`config.mk`:
```
export PLATFORM = sky130hd
export DESIGN_NAME = store_merge_flat
export DESIGN_NICKNAME = d
export VERILOG_FILES = /design/src/rtl/store_merge_pkg.sv /design/src/rtl/store_merge_if.sv /design/src/rtl/store_lane_merge.sv /design/src/rtl/store_merge.sv /design/src/flat_wrapper.sv
export SDC_FILE = /design/constraint.sdc
export NUM_CORES = 1
export LEC_CHECK = 0
export CAP_MARGIN = 30
export CORE_MARGIN = 3
export CORE_UTILIZATION = 49
export DETAILED_ROUTE_END_ITERATION = 6
export PLACE_DENSITY = 0.95
export SYNTH_ARGS = -nofsm -noshare
export SYNTH_HDL_FRONTEND = slang
export SYNTH_SLANG_ARGS = --single-unit
export TNS_END_PERCENT = 20
```
`constraint.sdc`:
```
create_clock -name clk -period 2.9 [get_ports clk]
set_clock_uncertainty 0.2 [all_clocks]
set_input_delay 0.58 -clock clk [delete_from_list [all_inputs] [get_ports clk]]
set_output_delay 0.58 -clock clk [all_outputs]
set_load 0.02 [all_outputs]
```
`src/rtl/store_merge_pkg.sv`:
```
// rtl/store_merge_pkg.sv - shared size codes, state encoding and widths for the store merge block
package store_merge_pkg;

    localparam int DATA_W = 32;
    localparam int WADDR_W = 30;

    typedef enum logic [1:0] {
        SZ_BYTE = 2'b00,
        SZ_HALF = 2'b01,
        SZ_WORD = 2'b10,
        SZ_RSVD = 2'b11
    } size_e;

    typedef enum logic [2:0] {
        ST_IDLE  = 3'd0,
        ST_READ  = 3'd1,
        ST_WAIT  = 3'd2,
        ST_WRITE = 3'd3,
        ST_DONE  = 3'd4
    } state_e;

    // Reserved size and any store that straddles its natural alignment are rejected.
    function automatic logic is_bad_store(input logic [1:0] size, input logic [1:0] addr_lo);
        logic bad;
        bad = 1'b1;
        case (size)
            SZ_BYTE: bad = 1'b0;
            SZ_HALF: bad = addr_lo[0];
            SZ_WORD: bad = |addr_lo;
            default: bad = 1'b1;
        endcase
        return bad;
    endfunction

endpackage

```
`src/rtl/store_merge_if.sv`:
```
// rtl/store_merge_if.sv - request-side and memory-side bundles for the store merge block
interface store_req_if;
    import store_merge_pkg::*;

    logic              start;
    logic [31:0]       addr;
    logic [1:0]        size;
    logic [DATA_W-1:0] data_in;
    logic              ready;
    logic              done;
    logic              fault;

    modport master (output start, addr, size, data_in, input ready, done, fault);
    modport slave  (input start, addr, size, data_in, output ready, done, fault);
endinterface

interface store_mem_if;
    import store_merge_pkg::*;

    logic [WADDR_W-1:0] mem_addr;
    logic               mem_rd;
    logic [DATA_W-1:0]  mem_rd_data;
    logic               mem_wr;
    logic [DATA_W-1:0]  mem_wr_data;

    modport master (output mem_addr, mem_rd, mem_wr, mem_wr_data, input mem_rd_data);
    modport slave  (input mem_addr, mem_rd, mem_wr, mem_wr_data, output mem_rd_data);
endinterface

```
`src/rtl/store_lane_merge.sv`:
```
// rtl/store_lane_merge.sv - big-endian byte/halfword lane insertion into an existing word
module store_lane_merge
    import store_merge_pkg::*;
(
    input  logic [DATA_W-1:0] i_old_word,
    input  logic [DATA_W-1:0] i_new_data,
    input  logic [1:0]        i_size,
    input  logic [1:0]        i_addr_lo,
    output logic [DATA_W-1:0] o_merged
);

    logic [DATA_W-1:0] w_merged;

    // Lane 0 is the most significant byte of the word.
    always_comb begin
        w_merged = i_old_word;
        case (i_size)
            SZ_BYTE: begin
                case (i_addr_lo)
                    2'b00:   w_merged[31:24] = i_new_data[7:0];
                    2'b01:   w_merged[23:16] = i_new_data[7:0];
                    2'b10:   w_merged[15:8]  = i_new_data[7:0];
                    default: w_merged[7:0]   = i_new_data[7:0];
                endcase
            end
            SZ_HALF: begin
                if (i_addr_lo[1])
                    w_merged[15:0] = i_new_data[15:0];
                else
                    w_merged[31:16] = i_new_data[15:0];
            end
            SZ_WORD: w_merged = i_new_data;
            default: w_merged = i_old_word;
        endcase
    end

    assign o_merged = w_merged;

endmodule

```
`src/rtl/store_merge.sv`:
```
// rtl/store_merge.sv - narrow store into a word memory without byte enables via read-modify-write
module store_merge
    import store_merge_pkg::*;
(
    input  logic          clk,
    input  logic          rst,
    store_req_if.slave    req,
    store_mem_if.master   mem
);

    state_e            r_state;
    state_e            w_next;
    logic [31:0]       r_addr;
    logic [1:0]        r_size;
    logic [DATA_W-1:0] r_data;
    logic              r_fault;
    logic [DATA_W-1:0] r_wr_data;
    logic [DATA_W-1:0] w_merged;
    logic              w_accept;
    logic              w_bad;

    assign w_accept = (r_state == ST_IDLE) && req.start;
    assign w_bad    = is_bad_store(req.size, req.addr[1:0]);

    always_ff @(posedge clk) begin
        if (rst)
            r_state <= ST_IDLE;
        else
            r_state <= w_next;
    end

    always_comb begin
        w_next = r_state;
        case (r_state)
            ST_IDLE: begin
                if (req.start) begin
                    if (w_bad)
                        w_next = ST_DONE;
                    else if (req.size == SZ_WORD)
                        w_next = ST_WRITE;
                    else
                        w_next = ST_READ;
                end
            end
            ST_READ:  w_next = ST_WAIT;
            ST_WAIT:  w_next = ST_WRITE;
            ST_WRITE: w_next = ST_DONE;
            ST_DONE:  w_next = ST_IDLE;
            default:  w_next = ST_IDLE;
        endcase
    end

    store_lane_merge u_lane_merge (
        .i_old_word (mem.mem_rd_data),
        .i_new_data (r_data),
        .i_size     (r_size),
        .i_addr_lo  (r_addr[1:0]),
        .o_merged   (w_merged)
    );

    // Word stores write the accepted data directly; narrow stores overwrite it in WAIT.
    always_ff @(posedge clk) begin
        if (rst) begin
            r_addr    <= '0;
            r_size    <= '0;
            r_data    <= '0;
            r_fault   <= 1'b0;
            r_wr_data <= '0;
        end else if (w_accept) begin
            r_addr    <= req.addr;
            r_size    <= req.size;
            r_data    <= req.data_in;
            r_fault   <= w_bad;
            r_wr_data <= req.data_in;
        end else if (r_state == ST_WAIT) begin
            r_wr_data <= w_merged;
        end
    end

    assign req.ready       = (r_state == ST_IDLE);
    assign req.done        = (r_state == ST_DONE);
    assign req.fault       = (r_state == ST_DONE) && r_fault;
    assign mem.mem_rd      = (r_state == ST_READ);
    assign mem.mem_wr      = (r_state == ST_WRITE);
    assign mem.mem_addr    = r_addr[31:2];
    assign mem.mem_wr_data = r_wr_data;

endmodule
```
`src/flat_wrapper.sv`:
```
// flat-port wrapper written by rule: the top's interface ports become plain ports
module store_merge_flat import store_merge_pkg::*;
  (clk, rst, req_start, req_addr, req_size, req_data_in, req_ready, req_done, req_fault, mem_mem_addr, mem_mem_rd, mem_mem_wr, mem_mem_wr_data, mem_mem_rd_data);
  store_req_if req_i ();
  store_mem_if mem_i ();
  input  logic clk;
  input  logic rst;
  input wire logic [$bits(req_i.start)-1:0] req_start;
  input wire logic [$bits(req_i.addr)-1:0] req_addr;
  input wire logic [$bits(req_i.size)-1:0] req_size;
  input wire logic [$bits(req_i.data_in)-1:0] req_data_in;
  output wire logic [$bits(req_i.ready)-1:0] req_ready;
  output wire logic [$bits(req_i.done)-1:0] req_done;
  output wire logic [$bits(req_i.fault)-1:0] req_fault;
  output wire logic [$bits(mem_i.mem_addr)-1:0] mem_mem_addr;
  output wire logic [$bits(mem_i.mem_rd)-1:0] mem_mem_rd;
  output wire logic [$bits(mem_i.mem_wr)-1:0] mem_mem_wr;
  output wire logic [$bits(mem_i.mem_wr_data)-1:0] mem_mem_wr_data;
  input wire logic [$bits(mem_i.mem_rd_data)-1:0] mem_mem_rd_data;
  assign req_i.start = req_start;
  assign req_i.addr = req_addr;
  assign req_i.size = req_size;
  assign req_i.data_in = req_data_in;
  assign req_ready = req_i.ready;
  assign req_done = req_i.done;
  assign req_fault = req_i.fault;
  assign mem_mem_addr = mem_i.mem_addr;
  assign mem_mem_rd = mem_i.mem_rd;
  assign mem_mem_wr = mem_i.mem_wr;
  assign mem_mem_wr_data = mem_i.mem_wr_data;
  assign mem_i.mem_rd_data = mem_mem_rd_data;
  store_merge u_core (.clk(clk), .rst(rst), .req(req_i), .mem(mem_i));
endmodule
```
Word-level counts from Yosys, hierarchy flattened
Index checks and enable logic that the tools add are counted.
- input port bits: 101
- logic and storage cells: 40
- register bits: 102
- output and inout port bits: 67
- mux-type cells: 14
- reduce and logical (&&, ||, !) cells: 9
- equality and inequality tests: 11
- operator list (cell ; count):
    32-bit one-hot mux with 3 select lines ; 1
    32-bit two-way mux ; 2
    16-bit two-way mux ; 2
    8-bit two-way mux ; 4
    3-bit one-hot mux with 4 select lines ; 1
    2-bit by 1-bit == test with 1-bit output, second input constant ; 3
    2-bit == test, second input constant ; 3
    3-bit by 2-bit == test with 1-bit output, second input constant ; 2
    2-bit zero test ; 3
    3-bit two-way mux ; 2
    3-bit by 1-bit == test with 1-bit output, second input constant ; 1
    3-bit == test, second input constant ; 1
    3-bit zero test ; 1
    1-bit one-hot mux with 3 select lines ; 1
    3-bit OR reduction ; 1
    1-bit logical AND ; 2
    2-bit two-way mux ; 1
    2-bit inequality test, second input constant ; 1
    2-bit nonzero test ; 1
    2-bit OR reduction ; 1

Depth between registers and ports, before layout
- depth in word-level cells: 6
- depth in mapped cells: 7
- depth with buffers taken out: 4

Cells and area by module
From an unflattened synthesis, not the netlist that was laid out.
- cells, all modules: 665
- area, all modules: 5233.8 um^2
- modules (own cells, without submodules) (module ; seq. area each (um^2) ; instances ; area an instance (um^2) ; cells an instance):
    store_merge ; 2042.0 ; 1 ; 4071.4 ; 521
    store_lane_merge ; 0.0 ; 1 ; 1162.4 ; 144

Least setup slack after synthesis
OpenSTA, ideal clock, no wires.
- path kind: reg-to-output
- start: reg u_core.r_state[0]
- end: out req_fault
- arrival: 1360 ps
- setup slack: 760 ps
- stages on the path, launching flop included: 4
- required time: 2120 ps
- path buffers: 1
- cell sequence: dfxtp_1 buf_2 nor3b_1 and2_1
- longest elaborated chain between the ends: 2
- RTL lines (what ; line ; text):
    start: declaration ; store_merge.sv:11 ; state_e r_state;
    start signal: assignment ; store_merge.sv:29 ; r_state <= w_next;
    3-bit == test ; - ;
    net req_done ; flat_wrapper.sv:13 ; output wire logic [$bits(req_i.done)-1:0] req_done;
    1-bit logical AND ; store_merge.sv:82 ; assign req.fault = (r_state == ST_DONE) && r_fault;
    end: declaration ; flat_wrapper.sv:14 ; output wire logic [$bits(req_i.fault)-1:0] req_fault;
The timed path passes the listed nets, and every way through them passes these cells.

Worst setup path in the final report
- start: reg u_core.r_state[2]
- end: out req_fault
- longest elaborated chain between the ends: 2
- RTL lines (what ; line):
    3-bit == test ; store_merge.sv:82
    1-bit logical AND ; store_merge.sv:82
Every way passes these cells.

==> summary by stage <==
Timing
The setup TNS after final layout is 0 ns. The time the final worst path needs with I/O delays and setup is 2.73 ns. The count of final max-slew check failures is 0. The slew at the pin with the worst max-slew slack is 0.817 ns. Setup repair after global routing left no endpoint under its margin. The total setup violations reported at the end of the flow is 0. The setup slack of the critical path after layout is 0.169 ns. In the finished design, the share of the clock period the worst path needs comes to 0.942. Based on the critical path, the design can be clocked at up to 366 MHz. The number of hold violations in the final report is 0. The worst-case headroom to the max-slew limit is 0.453.

The worst hold slack is 0.257 ns.

Yosys
In this run, distinct cell masters in the synthesized netlist total 44. Of the total synthesized cell area, the portion taken by full adders, half adders and majority gates is 0. Of the total synthesized cell area, the portion taken by AND, OR, NAND and NOR gates is 0.181. The combinational family with the most area after synthesis is compound AO/OA/AOI/OAI gates. After synthesis, the share of cell area in mux cells is 0.0637. nand2_1 is the most common cell in the netlist.

For this run, the register share of the synthesized area comes to 0.399. The largest total area in the synthesized netlist belongs to dfxtp_1. Sorting the synthesized cells by area gives the leading types as dfxtp_1 (40%), nand2_1 (10%), a21oi_1 (8.7%). Of the total synthesized cell area, the portion taken by XOR and XNOR cells is 0.00171. The cell count after synthesis is 626. The share of async-settable or async-resettable flops after synthesis is 0. In the synthesized netlist the dominant register cell turns out to be dfxtp_1. The summed instance area of the synthesized netlist is 5120 um2. Counting flops and latches in the post-synthesis netlist gives 102. During synthesis, Yosys emitted a total of 0 warnings. Counting every net in the synthesized netlist gives 727. Of the post-synthesis cell area, the dominant cell type holds 0.399. The average cell area after synthesis is 8.18 um2.

Yosys mapped a number of flops with a built-in enable equal to 0. The complex-gate fraction of the synthesized area is 0.253. By count the netlist is led by nand2_1 (140), dfxtp_1 (102), a21oi_1 (89), nor2_1 (33), buf_4 (32).

Placement
The number of port buffers is 167. The post-place instance area is 6580 um2. The congestion estimate from routability-driven global placement came to 0.902. Summed over all nets, the half-perimeter wirelength after detailed placement is 11,200 um. The worst slack after detailed placement is 0.324 ns.

Setup path
At the worst endpoint, the required time is 2.12 ns. The worst setup path is captured at an output port. The peak per-stage delay on the critical path is 0.60 ns. The worst path arrival time is 1.95 ns. Of all nets on the critical path, the largest fanout is 10.

The worst setup path is of the reg2out kind. Traced cell by cell, the critical path runs through nor3b_1 -> and2_1 -> clkdlybuf4s50_1. The worst setup path is launched from a flip-flop.

The slowest library cell on the worst path is clkdlybuf4s50_1.

Detailed routing
The routed design has 15,200 um of wire. For this block, wires on met1 add up to 5970 um. The first routing iteration left 351 violations. The detailed-routed wire length on met3 is 1100 um. The detail route stage leaves a number of antenna-violating nets equal to 0. The met2 routed wirelength is 7730 um. Signal routing reaches up to met4. After detailed routing, the average wire length per cell comes to 17.5 um.

After detailed routing, the number of remaining DRC violations is 0. The via count of the routed design is 5,094. The first TritonRoute pass finished after 7 iterations.

The vias per cell is 5.86.

Die
The die extent in y is 108 um. The die extent in x is 108 um. In this run the core area contains 36 standard-cell rows.

The effective utilization at floorplan is 0.515. The core region area is 9950 um2. The count of pins on the block boundary is 168.

The die covers 11,700 um2.

Clock tree
The total of cells resized after clock tree synthesis is 0. The count of clock tree sinks is 102. The master cell of the clock root buffer is clkbuf_8. CTS built an H-tree with a depth of 3. The TritonCTS clock tree is built. The number of clock buffers added by TritonCTS is 9. The clock latency on the worst-skew pair is 0.36 ns. In this run, post-CTS hold repair placed 0 buffers. Buffers added to address setup during post-CTS repair amount to 0. Clock-pin slew was measured on the worst setup and hold paths at 0.09 ns.

The longest clock path from root to sink contains 2 buffers.

Finish
After routing the design area is 6760 um2. The count of nets after finishing is 834. Once layout is complete, the utilization of the core stands at 0.679.

Of the cells placed in the final design, the portion with a size suffix greater than 1 is 0.0909. The repair_antennas step left the layout with diodes totalling 0. The area growth from synthesis to layout is 32.0%.

Min path
The min-delay analysis places its worst path in the category reg2reg.

Global route
The number of antenna violations at the first check in global routing is 0. Summed over all layers, the global routing overflow is 0. The via count of the first global-routing pass is 5,019.

The largest net degree at the start of global routing is 52. The first global-routing pass estimated 24,400 um of wire. In the global route stage, overall resource usage came out at 0.259.

Job
The max capacitance violation total is 0.

Pwr
The worst IR drop on VDD is 0.000291 V. The leakage power is 2.43 nW. In this run the power density over the cells is 534 nW/um2.

Status
The flow ran to the end, and the final reports show no timing, DRC or antenna violations.
==> flip-flops by register name, summed over array words and instances, names as in the netlist <==
register	cells
u_core.r_data	32
u_core.r_fault	1
u_core.r_state	3
u_core.r_addr	32
u_core.mem.mem_wr_data	32
u_core.r_size	2
==> layout by cell type (no fill, tap or decap), drive strengths merged, types with 2 or more instances in the layout <==
cell	count
o22ai	3
dfxtp	102
nor4	3
a222oi	8
o32ai	8
a211o	8
a31oi	13
nor2	33
mux2	29
o21ai	2
nor3	3
inv	4
and2	2
buf	16
clkdlybuf4s50	166
a22oi	8
a221oi	11
nand2	141
a21oi	90
clkbuf	10
or2	2
a221o	5
o211ai	11
clkinvlp	2
clkinv	2
a22o	8
nand2b	18
o221ai	13
nor3b	4
==> metal layers <==
layer | up-vias | global-route usage
met1 | 2393 | 0.322
met5 | - | 0
met2 | 230 | 0.438
met3 | 46 | 0.0579
met4 | 0 | 0.0956
li1 | 2425 | -
==> worst max-delay path: cells and delay by family (launching register included) <==
family	cells	cell delay, ns
buffers and inverters	1	0.60
DFF	1	0.55
and+or+nand+nor	2	0.44
==> path summary, 6_finish.rpt <==
kind / startpoint / to / slack, ns / depth (start not counted)
setup / recovery: u_core.r_state[2] / req_fault / 0.17 / 3
hold / removal: u_core.r_addr[30] / u_core.r_addr[30] / 0.26 / 2
setup reg to reg: u_core.r_state[1] / u_core.mem.mem_wr_data[25] / 0.59 / 5
hold reg to reg: u_core.r_addr[30] / u_core.r_addr[30] / 0.26 / 2
==> metrics by stage <==
step / cells / power [mW]
after floorplan: 626 / 2.34
after global placement: 855 / 2.71
after detailed placement: 855 / 2.75
after CTS: 870 / 3.62
after global routing: 870 / 3.80
final: 870 / 3.61
==> cells by family (layout without fill, tap and decap cells) <==
family	after synthesis	after routing
flops	102	102
mux	29	29
compound gates	191	191
simple gates	213	213
buf+inv	90	201
xor+xnor	1	1
==> where the power goes <==
part / total, mW / switching (mW) / internal [mW]
sequential: 1.66 / 0.117 / 1.54
clock: 0.883 / 0.486 / 0.397
combinational: 1.07 / 0.563 / 0.511
==> area by class of cell <==
cell class	instances	area [um2]
clock buffers	10	128
well taps	133	166
repair buffers	182	1780
clock inverters	5	58.8
flip-flops and latches	102	2040
multi-input cells	434	2570
fillers	805	3190
inverters	4	15.0
No activity file was read; power rests on OpenSTA's default activity.
